<file path="config.mk">
export PLATFORM = sky130hd
export DESIGN_NAME = exec_issue_controller
export DESIGN_NICKNAME = d
export VERILOG_FILES = /design/src/rtl/exec_issue_controller.sv
export SDC_FILE = /design/constraint.sdc
export NUM_CORES = 1
export LEC_CHECK = 0
export ABC_CLOCK_PERIOD_IN_PS = 5500
export CORE_AREA = 2 2 76 78
export CTS_CLUSTER_SIZE = 40
export DETAILED_ROUTE_END_ITERATION = 10
export DIE_AREA = 0 0 78 80
export GPL_TIMING_DRIVEN = 0
export PLACE_DENSITY = 0.83
export SLEW_MARGIN = 20
export SYNTH_ARGS = -nofsm -noshare
export SYNTH_HDL_FRONTEND = slang
export SYNTH_SLANG_ARGS = --single-unit
</file>
<file path="constraint.sdc">
create_clock -name clk -period 5.5 [get_ports clk]
set_clock_uncertainty 0.1 [all_clocks]
set_input_delay 0.55 -clock clk [delete_from_list [all_inputs] [get_ports clk]]
set_output_delay 0.55 -clock clk [all_outputs]
set_load 0.02 [all_outputs]
</file>
<file path="src/rtl/exec_issue_controller.sv">
// Issue/writeback sequencer for a single attached execution element.
// Launches the element on accept, waits for completion or timeout, then holds the writeback until taken.
module exec_issue_controller #(
  parameter int unsigned TIMEOUT = 1023
) (
  input  logic        clk,
  input  logic        reset,
  input  logic        issue_valid,
  output logic        issue_ready,
  input  logic [4:0]  issue_dest,
  input  logic        issue_is_float,
  input  logic        flush,
  output logic        elem_reset,
  input  logic        elem_completed,
  input  logic [31:0] elem_out,
  output logic        wb_valid,
  input  logic        wb_ready,
  output logic [4:0]  wb_dest,
  output logic        wb_is_float,
  output logic [31:0] wb_data,
  output logic        timeout_err,
  output logic        busy
);

  // state | meaning
  // IDLE  | element parked, ready to accept an issue
  // RUN   | element running, counting cycles toward timeout
  // WB    | result held until the register file takes it
  typedef enum logic [1:0] {IDLE, RUN, WB} state_t;

  localparam logic [15:0] TERM_CNT = 16'(TIMEOUT - 1);

  state_t      state, state_nxt;
  logic [15:0] run_cnt;
  logic        accept, done, tout;

  assign issue_ready = (state == IDLE) & ~flush;
  assign accept      = issue_valid & issue_ready;
  // flush outranks completion, and completion outranks timeout
  assign done        = (state == RUN) & ~flush & elem_completed;
  assign tout        = (state == RUN) & ~flush & ~elem_completed & (run_cnt == TERM_CNT);

  assign elem_reset  = (state != RUN);
  assign wb_valid    = (state == WB);
  assign busy        = (state == RUN) | (state == WB);

  always_comb begin
    state_nxt = state;
    case (state)
      IDLE: if (accept) state_nxt = RUN;
      RUN: begin
        if (flush)     state_nxt = IDLE;
        else if (done) state_nxt = WB;
        else if (tout) state_nxt = IDLE;
      end
      WB: if (flush || wb_ready) state_nxt = IDLE;
      default: state_nxt = IDLE;
    endcase
  end

  always_ff @(posedge clk or negedge reset) begin
    if (!reset) state <= IDLE;
    else        state <= state_nxt;
  end

  always_ff @(posedge clk or negedge reset) begin
    if (!reset) begin
      wb_dest     <= '0;
      wb_is_float <= 1'b0;
      wb_data     <= '0;
      timeout_err <= 1'b0;
      run_cnt     <= '0;
    end else begin
      if (accept) begin
        wb_dest     <= issue_dest;
        wb_is_float <= issue_is_float;
        timeout_err <= 1'b0;
        run_cnt     <= '0;
      end else if (state == RUN && run_cnt != 16'hFFFF) begin
        run_cnt <= run_cnt + 16'd1;
      end
      if (done) wb_data <= elem_out;
      if (tout) timeout_err <= 1'b1;
    end
  end

endmodule

</file>
==> impl_summary.log <==
[metrics] result of the run: complete, no violations
[metrics] cell-by-cell trace of the critical path: clkdlybuf4s50_1 -> nor2b_1 -> clkdlybuf4s50_1
[metrics] largest family of logic cells by synthesized area: simple AND/OR/NAND/NOR gates
[metrics] kind of cell adding the most delay to the critical path: buffers and inverters
[metrics] antenna violations before repair: 0
[metrics] Syn Area/Cell: approximately 12 sq um
[metrics] cell type with the highest aggregate area in the netlist: sky130_fd_sc_hd__dfrtp_1
[metrics] n_diodes: 0
[metrics] via count of the first global-routing pass: 2119
[metrics] Tot Pwr: ~0.0019 W
[metrics] top-count cell post-synth: sky130_fd_sc_hd__dfrtp_1
[metrics] count of vias placed by the detailed router: 2154
[metrics] clock latency on the worst-skew pair: 330 ps
[metrics] Buffers on Ports: 86
[metrics] TritonCTS clock tree: yes
[metrics] unique cell type count in the Yosys netlist: 36
[metrics] required time at the worst-slack endpoint: ~4900 ps
[metrics] TritonCTS buffer count: 9
[metrics] pin count of the biggest net entering global routing: 58
[metrics] power per unit of standard cell area: 515 nW/um^2
[metrics] count of routing violations after the opening detailed-route iteration: about 120
[metrics] critical path launch point type: input port
[metrics] number of max-cap violations: 0
[metrics] most frequent CP cell: sky130_fd_sc_hd__clkdlybuf4s50_1
[metrics] Clk Tree Root Cell: sky130_fd_sc_hd__clkbuf_8
[metrics] synth warn: 0
[metrics] final period demand of the worst path: 2560 ps
[metrics] fraction of the mapped netlist area in adder cells: 0.0290
[metrics] final antenna-violating net count: 0
[metrics] Worst Path Max Fanout: 5
[metrics] first-pass GRT wire length: 9850 microns
[metrics] count of buffers added by post-CTS timing repair for setup: 0
[metrics] GR Util All Layers: 0.207
[metrics] Pleak: 1.55 nW
[metrics] CTS-repair resized insts: 0
[metrics] Fmax: 0.390 GHz
[metrics] most used standard cells in the synthesized netlist: 57 x sky130_fd_sc_hd__dfrtp_1, 27 x sky130_fd_sc_hd__nand2_1, 23 x sky130_fd_sc_hd__mux2_2
[metrics] Fill cells: 423
[metrics] total of flip-flops plus latches after synthesis: 57
[metrics] Hold Path Class: input port to async pin
[metrics] fin. max-slew vios: 0
[metrics] GP Congestion: 0.865
[metrics] worst relative slew slack: 0.541
[metrics] Crit Path Class: input port to output port
[metrics] synthesized net count: 271
[metrics] global route total overflow: 0
[metrics] Post-Synth XOR/XNOR Area: 0
[metrics] HPWL reported at the end of detailed placement: 4470 microns
[metrics] Post-Syn Area: between 2000 and 3000 sq um
[metrics] Vias per Instance: 5.45
[metrics] total wire length after detailed routing: a little over 6000 microns
[metrics] simple-gate share of the synthesized area: 0.157
[metrics] Final Setup Violations: 0
[metrics] multiplexer area fraction after synthesis: 0.143
[metrics] reg2reg setup slack: 3280 ps
[metrics] Worst path max stage delay: ~640 ps
[metrics] Seq/Total Area, Yosys: 0.551
[metrics] final worst path period share: 0.466
[metrics] Data arrival, critical path: 1910 ps
[metrics] area grow syn2layout: 43.3%
[metrics] effective utilization at floorplan: 0.479
[metrics] summed negative setup slack over all endpoints: 0 ps
[metrics] Synth top area share: 0.551
[metrics] Die Area: 6240 sq um
[metrics] iteration count of the initial detailed-routing pass: 4
[metrics] number of synthesized flops with an enable pin: 0
[metrics] number of clock sinks: 57
[metrics] Clock transition at path regs: 60 ps
[metrics] hold buffers post-CTS: 0
[metrics] die outline width: ~78 microns
[metrics] final hold slack: ~170 ps
[metrics] Floorplan Core Area: around 5400 sq um
[metrics] routed wire length per instance: 15.5 microns
[metrics] maximum resistive drop on vdd: about 0.00036 V
[metrics] FFs w/ async S/R, synth: 1.00
[metrics] number of I/O pins: 87
[metrics] fraction of layout cells with a size suffix above 1: 0.142
[metrics] RSZ-0062 raised after global routing: no
[metrics] CP max stage cell: sky130_fd_sc_hd__clkdlybuf4s50_1
[metrics] sum of buffers and inverters on the critical path: 2
[metrics] number of cells produced by synthesis: 221
[metrics] number of nets in the finished design: ~370
[metrics] Site Rows: 27
[metrics] DRC violations left: 0
[metrics] H-Tree Depth: 3
[metrics] final number of hold-violating endpoints: 0
[metrics] capturing element type of the critical path: output port
[metrics] clk buf depth: 2
[metrics] post-synthesis compound-gate area fraction: 0.0952
[metrics] top post-synthesis cells by area: sky130_fd_sc_hd__dfrtp_1 55%, sky130_fd_sc_hd__mux2_2 10%, sky130_fd_sc_hd__mux2_1 4.3%
[metrics] die height: 80 microns
[metrics] slew of the pin with the lowest slew margin: around 690 ps
[metrics] most common flop cell mapped by yosys: sky130_fd_sc_hd__dfrtp_1
## kinds of logic after synthesis
group	count (synthesis)
muxes	33
AOI/OAI and AO/OA	38
buffers and inverters	15
adders and majority gates	6
and+or+nand+nor	72
DFF	57
## registers in the layout, indices dropped and copies added (netlist names)
name / count
wb_is_float: 1
wb_dest: 5
timeout_err: 1
state: 2
run_cnt: 16
wb_data: 32
## report_power, final
group	total [W]	switching [W]	internal (W)
logic	0.000895	0.000444	0.000451
clock network	0.000337	0.000163	0.000174
registers	0.000678	0.0000936	0.000584
total	0.00191	0.000701	0.00121
## through the flow
step | utilization | std cells | setup WS (ps) | area (sq um)
final | 0.687 | 395 | 2940 | 3710
after global routing | 0.687 | 395 | 2820 | 3710
after CTS | 0.687 | 395 | 2930 | 3710
after detailed placement | 0.655 | 379 | 2900 | 3540
after global placement | 0.655 | 379 | 2000 | 3540
after floorplan | - | 221 | 3440 | 2590
## path summary, 6_finish.rpt
kind | startpoint | cells after the start | endpoint
min in group clk | wb_dest[1] | 2 | wb_dest[1]
max | flush | 3 | issue_ready
min reg2reg | wb_dest[1] | 2 | wb_dest[1]
min | reset | 1 | wb_data[3]
max reg2reg | state[1] | 7 | run_cnt[0]
max in group asynchronous | reset | 1 | wb_is_float
## layout by cell type, fill, tap and decap left out, drive strengths merged, types with 2 or more instances in the layout
cell type / count
or4: 6
ha: 6
nor4: 2
o2bb2ai: 2
and3: 3
inv: 5
o41ai: 3
and4: 4
o31ai: 5
and2: 3
clkdlybuf4s50: 85
mux2: 33
nor2: 3
o21ai: 8
a31oi: 2
nand2: 27
nand4: 9
nand3: 5
clkinv: 4
clkbuf: 15
buf: 7
o21a: 2
a21oi: 11
dfrtp: 57
or3: 6
## layer usage
metal  share of wire  global-route usage  up-vias  routed length (microns)
met2            0.49               0.333       76                     3010
met1            0.42               0.253     1045                     2580
met5               0                   0        -                        0
met3           0.065              0.0781       10                      397
li1                -                   -     1023                        -
met4           0.023              0.0860        0                      138
## area by class of cell
type                    count  area (sq um)  area share
clock inverters             5          31.3     0.00843
multi-input cells         149          1100       0.297
repair buffers             86           858       0.231
inverters                   5          18.8     0.00506
plain buffers              10          43.8      0.0118
flip-flops and latches     57          1430       0.384
well taps                  72          90.1      0.0243
clock buffers              11           141      0.0381
(Power assumes the default switching activity.)
